--- config.mk ---
export PLATFORM = sky130hd
export DESIGN_NAME = ifetch_unit
export DESIGN_NICKNAME = d
export VERILOG_FILES = /design/src/rtl/ifetch_unit.sv
export SDC_FILE = /design/constraint.sdc
export NUM_CORES = 1
export LEC_CHECK = 0
export ABC_AREA = 1
export CORE_ASPECT_RATIO = 1.5
export CORE_MARGIN = 2
export CORE_UTILIZATION = 30
export CTS_CLUSTER_DIAMETER = 40
export DETAILED_ROUTE_END_ITERATION = 10
export PLACE_DENSITY = 0.65
export RECOVER_POWER = 100
export SYNTH_ARGS = -nofsm -noshare
export SYNTH_HDL_FRONTEND = slang
export SYNTH_SLANG_ARGS = --single-unit
--- constraint.sdc ---
create_clock -name clk_i -period 3.9 [get_ports clk_i]
set_clock_uncertainty 0.1 [all_clocks]
set_input_delay 0.78 -clock clk_i [delete_from_list [all_inputs] [get_ports clk_i]]
set_output_delay 0.78 -clock clk_i [all_outputs]
set_load 0.1 [all_outputs]
--- src/rtl/ifetch_unit.sv ---
// Instruction fetch stage: owns the program counter, drives the instruction
// memory address, and loads the IF/ID register consumed by decode. Applies
// hazard stalls and branch-redirect flushes, and counts both kinds of event
// with saturating counters.
module ifetch_unit #(
  parameter int                XLEN     = 32,
  parameter logic [XLEN-1:0]   RESET_PC = 32'h0,
  parameter int                CNT_W    = 32
) (
  input  logic              clk_i,
  input  logic              rst_i,
  input  logic              start_i,
  input  logic              stall_i,
  input  logic              branch_taken_i,
  input  logic [XLEN-1:0]   branch_target_i,
  output logic [XLEN-1:0]   imem_addr_o,
  input  logic [31:0]       imem_data_i,
  output logic [XLEN-1:0]   pc_o,
  output logic [XLEN-1:0]   ifid_pc_o,
  output logic [31:0]       ifid_instr_o,
  output logic              ifid_valid_o,
  output logic              flush_o,
  output logic [CNT_W-1:0]  stall_cnt_o,
  output logic [CNT_W-1:0]  flush_cnt_o
);

  typedef enum logic {
    IDLE = 1'b0,
    RUN  = 1'b1
  } state_t;

  state_t            state;
  logic [XLEN-1:0]   pc;
  logic [XLEN-1:0]   ifid_pc;
  logic [31:0]       ifid_instr;
  logic              ifid_valid;
  logic [CNT_W-1:0]  stall_cnt;
  logic [CNT_W-1:0]  flush_cnt;

  // Redirect target is forced word-aligned; the next sequential PC wraps mod 2^XLEN.
  logic [XLEN-1:0]   branch_pc;
  logic [XLEN-1:0]   next_seq_pc;

  assign branch_pc   = {branch_target_i[XLEN-1:2], 2'b00};
  assign next_seq_pc = pc + XLEN'(4);

  assign imem_addr_o  = pc;
  assign pc_o         = pc;
  assign ifid_pc_o    = ifid_pc;
  assign ifid_instr_o = ifid_instr;
  assign ifid_valid_o = ifid_valid;
  assign stall_cnt_o  = stall_cnt;
  assign flush_cnt_o  = flush_cnt;
  assign flush_o      = (state == RUN) ? branch_taken_i : 1'b0;

  // Fetch FSM: state, PC, IF/ID register and event counters all update here.
  // A state-change edge does no fetch; it leaves IF/ID holding a bubble.
  always_ff @(posedge clk_i) begin
    if (rst_i) begin
      state      <= IDLE;
      pc         <= RESET_PC;
      ifid_pc    <= '0;
      ifid_instr <= '0;
      ifid_valid <= 1'b0;
      stall_cnt  <= '0;
      flush_cnt  <= '0;
    end else begin
      case (state)
        IDLE: begin
          ifid_pc    <= '0;
          ifid_instr <= '0;
          ifid_valid <= 1'b0;
          if (start_i) begin
            state <= RUN;
          end
        end
        RUN: begin
          if (!start_i) begin
            state      <= IDLE;
            ifid_pc    <= '0;
            ifid_instr <= '0;
            ifid_valid <= 1'b0;
          end else if (branch_taken_i) begin
            pc         <= branch_pc;
            ifid_pc    <= '0;
            ifid_instr <= '0;
            ifid_valid <= 1'b0;
            if (flush_cnt != '1) begin
              flush_cnt <= flush_cnt + CNT_W'(1);
            end
          end else if (stall_i) begin
            if (stall_cnt != '1) begin
              stall_cnt <= stall_cnt + CNT_W'(1);
            end
          end else begin
            pc         <= next_seq_pc;
            ifid_pc    <= pc;
            ifid_instr <= imem_data_i;
            ifid_valid <= 1'b1;
          end
        end
        default: begin
          state <= IDLE;
        end
      endcase
    end
  end

endmodule

==> results of run 1 <==
==> cells by family (layout without fill, tap and decap cells) <==
logic type | Yosys count | in the layout
adder cells (fa/ha/maj) | 3 | 3
XOR/XNOR | 29 | 29
other | 1 | 5
AO/OA/AOI/OAI | 190 | 190
buffers and inverters | 174 | 388
AND/OR/NAND/NOR | 767 | 767
flip-flops | 159 | 159
==> state kept, by name, indices dropped and copies added, names as in the netlist <==
signal and flops:
flush_cnt_o 32, ifid_instr_o 32, ifid_pc_o 31, ifid_valid_o 1, imem_addr_o 30, stall_cnt_o 32
state 1
==> layout make-up <==
class	instances	area [um2]
antenna	1	2.50
clock buffer	23	478
clock inverter	9	131
fill	2896	16400
inverter	91	342
multi-input combinational	993	4520
sequential	159	3180
tap	346	433
timing repair buffer	265	2530
==> power by group through the flow <==
stage	registers, W	clock network, W	logic, W
detailed placement	0.00169	0	0.000344
CTS	0.00165	0.00182	0.000346
floorplan	0.00176	0	0.000155
global route	0.00165	0.00188	0.000348
global placement	0.00169	0	0.000343
finish	0.00165	0.00178	0.000331
==> per-layer routing <==
layer / global-route usage, % / up-vias / share of wire, %
met5: 0 / - / 0
met3: 4.90 / 67 / 5.9
met1: 21.6 / 4233 / 39
met4: 10.2 / 0 / 4.2
li1: - / 4603 / -
met2: 35.7 / 274 / 51
==> layout by cell type, fill, tap and decap left out, types with 4 or more instances in the layout <==
cell / Yosys / final
sky130_fd_sc_hd__xor2_1: 16 / 16
sky130_fd_sc_hd__inv_1: 87 / 89
sky130_fd_sc_hd__a31oi_1: 5 / 5
sky130_fd_sc_hd__clkdlybuf4s50_1: 0 / 64
sky130_fd_sc_hd__dfxtp_1: 159 / 159
sky130_fd_sc_hd__conb_1: 1 / 4
sky130_fd_sc_hd__nand2_1: 452 / 453
sky130_fd_sc_hd__a22oi_1: 21 / 21
sky130_fd_sc_hd__nand4_1: 17 / 17
sky130_fd_sc_hd__o211ai_1: 4 / 4
sky130_fd_sc_hd__clkbuf_1: 30 / 19
sky130_fd_sc_hd__o21ai_0: 19 / 19
sky130_fd_sc_hd__nand3_1: 59 / 59
sky130_fd_sc_hd__nand2_2: 8 / 7
sky130_fd_sc_hd__nand3b_1: 21 / 21
sky130_fd_sc_hd__nor2_1: 193 / 193
sky130_fd_sc_hd__xnor2_1: 13 / 13
sky130_fd_sc_hd__clkbuf_16: 0 / 17
sky130_fd_sc_hd__a21oi_1: 127 / 136
sky130_fd_sc_hd__buf_4: 36 / 4
sky130_fd_sc_hd__nor3_1: 5 / 5
sky130_fd_sc_hd__dlygate4sd3_1: 0 / 178
==> stage by stage <==
step / cell area, um2 / hold WS (ns)
2_1_floorplan: 8580 / 0.495
3_3_place_gp: 11100 / 0.351
3_5_place_dp: 11100 / 0.353
4_1_cts: 11800 / 0.364
5_1_grt: 11600 / 0.375
6_report: 11600 / 0.356
==> critical path, cell delays in order <==
cell,delay [ns]
sky130_fd_sc_hd__dlygate4sd3_1,0.55
sky130_fd_sc_hd__inv_1,0.10
sky130_fd_sc_hd__nand2_1,0.11
sky130_fd_sc_hd__nor2_4,0.16
sky130_fd_sc_hd__clkbuf_2,1.16
sky130_fd_sc_hd__nand4_1,0.30
sky130_fd_sc_hd__o21ai_0,0.27
sky130_fd_sc_hd__nor2_1,0.05
==> how the worst max path moves through the flow <==
stage                                 end  slack (ns)
after detailed placement   imem_addr_o[4]        0.86
after global routing      stall_cnt_o[28]        0.41
after floorplan           flush_cnt_o[28]        1.28
after CTS                 imem_addr_o[25]        0.77
final                     stall_cnt_o[28]        0.63
after global placement     imem_addr_o[4]        0.85
==> results list, run 1 <==
- The flow ran to the end, but the final reports show violations.
* Failing checks: capacitance limit, slew limit
* DP Wirelength: 21.4 mm
- For this run, the total global-route usage over all layers was measured as 19.9%.
- Yosys mapped the design onto 37 distinct sky130hd cell types.
- The area growth from synthesis to layout is 35.6%.
- After clock tree synthesis, the setup repair step added 0 buffers.
* Path category of the worst min-delay check: flip-flop to flip-flop
* Static leakage power: 4.62 nW
- Number of detailed-routing iterations run before antenna repair: 5
* Launch instance of the worst min-delay path: ifid_pc_o[1]
- Startpoint of the most critical register-to-register path: stall_cnt_o[1]
- Post-DR wirelength/cell: 15.7 um
- Cell chosen for the clock root: sky130_fd_sc_hd__clkbuf_16
* Global-route wire length before repair: 46.5 mm
- Before CTS, the worst setup slack after placement is 0.857 ns.
* Post-synthesis sequential element count: 159
* Switching power total: 0.000981 W
- Post-synthesis mux area share: 0%
- The routed design has 29.7 mm of wire.
* Number of routed nets with antenna violations: 0
* IO buf count: 256
- Summing the areas of all compound-gate instances in the mapped netlist gives 12.5% of the synthesized area.
* Hold Path Sink: ifid_pc_o[1]
* Power per Cell Area: 324 mW/mm2
* Hold Fails Final Rpt: 0
* Share of synthesized area occupied by flip-flops and latches: 37.1%
- After layout, the design draws a total of 0.00377 W.
* Synth area leader: sky130_fd_sc_hd__dfxtp_1
- X dimension of the die: 142 um
- In the final design database the tool counted 1599 nets.
- Max-slew violation total from the final report: 207
- Setup violations remaining at the end of the flow were counted as 0.
- Post-CTS clock slew at the launch and capture registers of the worst setup and hold paths: 0.06 ns
* Maximum clock insertion buffer count: 2
- Kind of critical path: input port to flip-flop
* Cell types occupying the most area after synthesis: sky130_fd_sc_hd__dfxtp_1 (37%), sky130_fd_sc_hd__nand2_1 (20%), sky130_fd_sc_hd__nor2_1 (8.5%), sky130_fd_sc_hd__a21oi_1 (7.4%), sky130_fd_sc_hd__inv_1 (3.8%)
- STA puts the critical path data required time at 4.15 ns.
- The Yosys step of the flow raised 0 warnings.
* Most frequent cell after synthesis: sky130_fd_sc_hd__nand2_1
- Combinational logic burns 8.8% of the power.
- Worst r2r dst: stall_cnt_o[8]
- Actual slew at the worst max-slew pin: 3.07 ns
* Largest family of logic cells by synthesized area: simple AND/OR/NAND/NOR gates
* Number of global-route vias before repair: 8821
- The worst setup path is captured at a flip-flop.
- In this run the core area contains 75 standard-cell rows.
* Die Outline Area: 0.0300 mm2
- The setup check on the worst reg-to-reg path leaves a slack of 0.86 ns.
- Vertical die dimension: 211 um
* Skew-Pair Late Insertion Delay: 0.45 ns
- For the worst flop-to-flop path, the logic depth is 10.
- In the synthesized netlist the async set-or-reset flop fraction comes to 0%.
- Setup total negative slack on the finished layout was measured at 0 ns.
- Dominant synthesized flop cell: sky130_fd_sc_hd__dfxtp_1
- STA classifies the critical path startpoint as an input port.
- Maximum clock frequency: 0.306 GHz
- For the finished layout, the period the worst path requires is 3.27 ns.
* Initial core utilization: 30.5%
* Final Worst Setup Slack: 0.628 ns
- Sequential Power Share: 43.9%
- The clock network accounts for 47.3% of the total power.
- Of all nets on the critical path, the largest fanout is 68.
- Net switching is 26.0% of the power.
- Design internal power: 0.00279 W
- Area of the core region: 0.0281 mm2
- Core utilization of the finished layout: 41.4%
* Total number of vias: 9177
* Unrepaired setup endpoints after global routing: false
- Largest net degree at the start of global routing: 138
* Clock tree from TritonCTS: done
- Number of levels in the clock H-tree: 4
- 1st-iter DRT viols: 544
- Ranked by instance count, the synthesized netlist is headed by sky130_fd_sc_hd__nand2_1 (452), sky130_fd_sc_hd__nor2_1 (193), sky130_fd_sc_hd__dfxtp_1 (159), sky130_fd_sc_hd__a21oi_1 (127), sky130_fd_sc_hd__inv_1 (87).
- The average instance in the mapped netlist occupies 6.48 um2.
- Hold Path Stages: 2
- At the worst endpoint, the arrival time is 3.52 ns.
- Initial antenna violation count: 1
* Fraction of the mapped netlist area in adder cells: 0.438%
* Count of non-filler cells in the finished layout: 1887
* Routability congestion estimate: 0.924
- After layout, the worst path uses 83.9% of the clock period.
- Counting the buffers created by CTS gives 17.
- Summed instance area of the synthesized netlist: 0.00857 mm2
- In this run, post-CTS hold repair placed 0 buffers.
- Fraction of layout cells with a size suffix above 1: 3.64%
* Number of max-cap violations: 2
- The most critical setup path has its startpoint at branch_taken_i.
- Worst max-slew margin expressed relative to the limit: -105%
* Number of gates resized after CTS: 0
- 263 I/O pins were placed.
- Post-synthesis xor/xnor area fraction: 2.96%
* Post-synth EDFFs: 0
- Using the TritonRoute via totals, the vias-per-cell ratio works out to 4.86.
- The worst-case IR drop observed on VDD is 0.321 mV.
* Synth top area share: 37.1%
- Once placement completed, the tool counted placed cells totaling 1854.
- # clock sinks: 159
* Post-Synth Simple-Gate Area: 37.1%
- Synthesis produced a netlist whose cell count is 1323.
- After detailed routing, the number of remaining DRC violations is 0.
* Leftover overflow at the end of global routing: 0
(Power assumes the default switching activity.)
==> inputs of run 2 (changes only) <==
==> constraint.sdc (replaced) <==
create_clock -name clk_i -period 3.2 [get_ports clk_i]
set_clock_uncertainty 0.1 [all_clocks]
set_input_delay 0.64 -clock clk_i [delete_from_list [all_inputs] [get_ports clk_i]]
set_output_delay 0.64 -clock clk_i [all_outputs]
set_load 0.1 [all_outputs]
==> run 2 against run 1 <==
- the run still ends with capacitance limit, slew limit left
- first-iteration DRC count decreased by 11%
- die area is the same
- total power increased by 21%
- largest power group unchanged
==> results list, run 2 (synthesized netlist as in run 1, its figures left out) <==
- With fillers left out, the area of the finished cells amounts to 0.0106 mm2.
- In the final design database the tool counted 1603 nets.
* Post-DR wirelength/cell: 15.6 um
- Core utilization of the finished layout: 37.7%
- Static leakage power: 3.63 nW
* Final wirelength: 29.4 mm
- The worst hold path belongs to the class flip-flop to flip-flop.
- Setup repair after global routing left no endpoint under its margin.
- For this run, the number of standard cells in the final layout without fillers is 1890.
* Worst supply voltage drop on vdd: 0.392 mV
* Initial core utilization: 30.5%
* Skew-Pair Late Insertion Delay: 0.45 ns
* Total number of vias: 9206
* Register-to-Register Path Depth: 10
- The final count of hold timing violations was 0.
- Post-CTS clock slew at the launch and capture registers of the worst setup and hold paths: 0.07 ns
- Overall fraction of global-route tracks in use: 19.6%
* Hold Path Stages: 2
- Via-per-instance ratio: 4.87
- Clock tree from TritonCTS: done
- In the final timing run, aggregate negative setup slack is 0 ns.
* Worst max-slew margin expressed relative to the limit: -17.0%
* Maximum clock insertion buffer count: 2
* Leading cell type in the layout, fill and taps excluded: sky130_fd_sc_hd__nand2_1
- Number of clock buffers inserted by TritonCTS: 17
- Including well taps, the total number of placed cells is 1858.
- At the end of routability-driven placement, the weighted congestion stood at 0.898.
- Number of levels in the clock H-tree: 4
- The number of global-route vias before repair is 8675.
- Area of the core region: 0.0281 mm2
- After legalization and detailed placement, the total HPWL measured 21.5 mm.
* Initial antenna violation count: 0
* Post-detailed-route DRC marker count: 0
- Fraction of layout cells with a size suffix above 1: 4.40%
- Required time reported for the critical path endpoint: 2.46 ns
- In this run the most critical hold path is launched from ifid_instr_o[25].
- IO Pins: 263
* Startpoint of the most critical register-to-register path: flush_cnt_o[1]
- Compared with the post-synthesis result, the final layout area differs by 23.3%.
* Post-Route Hold Slack: 0.364 ns
- Number of max-cap violations: 1
- Failing checks: capacitance limit, slew limit
- Vertical die dimension: 211 um
* Final antenna diode count: 0
* Worst r2r dst: flush_cnt_o[10]
* X dimension of the die: 142 um
* Total of fill cells in the finished design: 3173
- Largest net degree at the start of global routing: 138
- Post-CTS setup buffers: 0
- Setup violators final: 0
- The root buffer cell chosen for the clock tree is sky130_fd_sc_hd__clkbuf_16.
- Row generation in the floorplan step produced 75 rows.
- The worst register-to-register path has a setup slack of 0.51 ns.
* Number of routed nets with antenna violations: 0
* Period Utilization, post-route: 87.5%
* Number of buffers inserted for hold repair after clock tree synthesis: 0
- Worst Setup Start Kind: input port
* Post-layout minimum cycle time: 2.80 ns
- Die Outline Area: 0.0300 mm2
- 1st-iter DRT viols: 486
- Kind of critical path: input port to output pin
* Actual slew at the worst max-slew pin: 1.75 ns
- Maximum clock frequency: 0.357 GHz
- Instance area after placement: 0.0107 mm2
* Hold Path Sink: ifid_instr_o[25]
- STA classifies the critical path endpoint as an output pin.
- The max-slew violation total from the final report was 138.
- After global routing the overflow that remains totals 0.
* IO buf count: 256
- Commonest cells after routing, fill and taps aside: sky130_fd_sc_hd__nand2_1 (455), sky130_fd_sc_hd__clkbuf_1 (193), sky130_fd_sc_hd__nor2_1 (192)
- Power per Cell Area: 431 mW/mm2
- The number of gates resized after CTS was 0.
- Number of detailed-routing iterations run before antenna repair: 5
- # clock sinks: 159
- Result of the run: complete, but fails checks
- The first global-routing pass estimated 45.8 mm of wire.
- In this run the worst path has a maximum fanout of 2.
- Critical path arrival: 2.06 ns
run 2: final cells by class:
| cell class | count | area [um2] | area share [%] |
|---|---|---|---|
| inverter | 91 | 342 | 3.23 |
| tap | 346 | 433 | 4.10 |
| clock inverter | 12 | 160 | 1.52 |
| clock buffer | 20 | 447 | 4.23 |
| timing repair buffer | 269 | 1470 | 13.9 |
| sequential | 159 | 3180 | 30.1 |
| multi-input combinational | 993 | 4540 | 42.9 |
run 2: metrics by stage:
step / power (W) / setup slack [ns]
floorplan: 0.00233 / 0.575
global placement: 0.00248 / 0.608
detailed placement: 0.00248 / 0.570
CTS: 0.00464 / 0.817
global route: 0.00471 / 0.348
finish: 0.00455 / 0.399
run 2: power by group:
group	switching [W]	leakage (nW)	internal [W]	total, W
clock	0.000894	0.283	0.00125	0.00215
combinational	0.000291	2.07	0.000102	0.000393
sequential	0.0000227	1.28	0.00199	0.00201
run 2: worst max path at each step:
stage	start	to	slack [ns]	depth (start not counted)
2_1_floorplan	flush_cnt_o[1]	flush_cnt_o[28]	0.58	11
3_3_place_gp	start_i	ifid_instr_o[14]	0.61	10
3_5_place_dp	start_i	ifid_instr_o[12]	0.57	10
4_1_cts	flush_cnt_o[1]	flush_cnt_o[10]	0.82	10
5_1_grt	stall_cnt_o[0]	stall_cnt_o[29]	0.35	10
6_report	branch_taken_i	flush_o	0.40	4
run 2: critical path, cell delays in order:
cell                              delay, ns
sky130_fd_sc_hd__clkdlybuf4s50_1       0.50
sky130_fd_sc_hd__nand2_1               0.11
sky130_fd_sc_hd__inv_1                 0.07
sky130_fd_sc_hd__dlymetal6s2s_1        0.74
run 2: layer usage:
metal  GRT usage [%]  part of all wire [%]  vias to the layer above
li1                -                     -                     4603
met1            21.8                    40                     4248
met2            34.9                    51                      285
met3            4.06                   5.2                       70
met4            10.3                   3.8                        0
met5               0                     0                        -
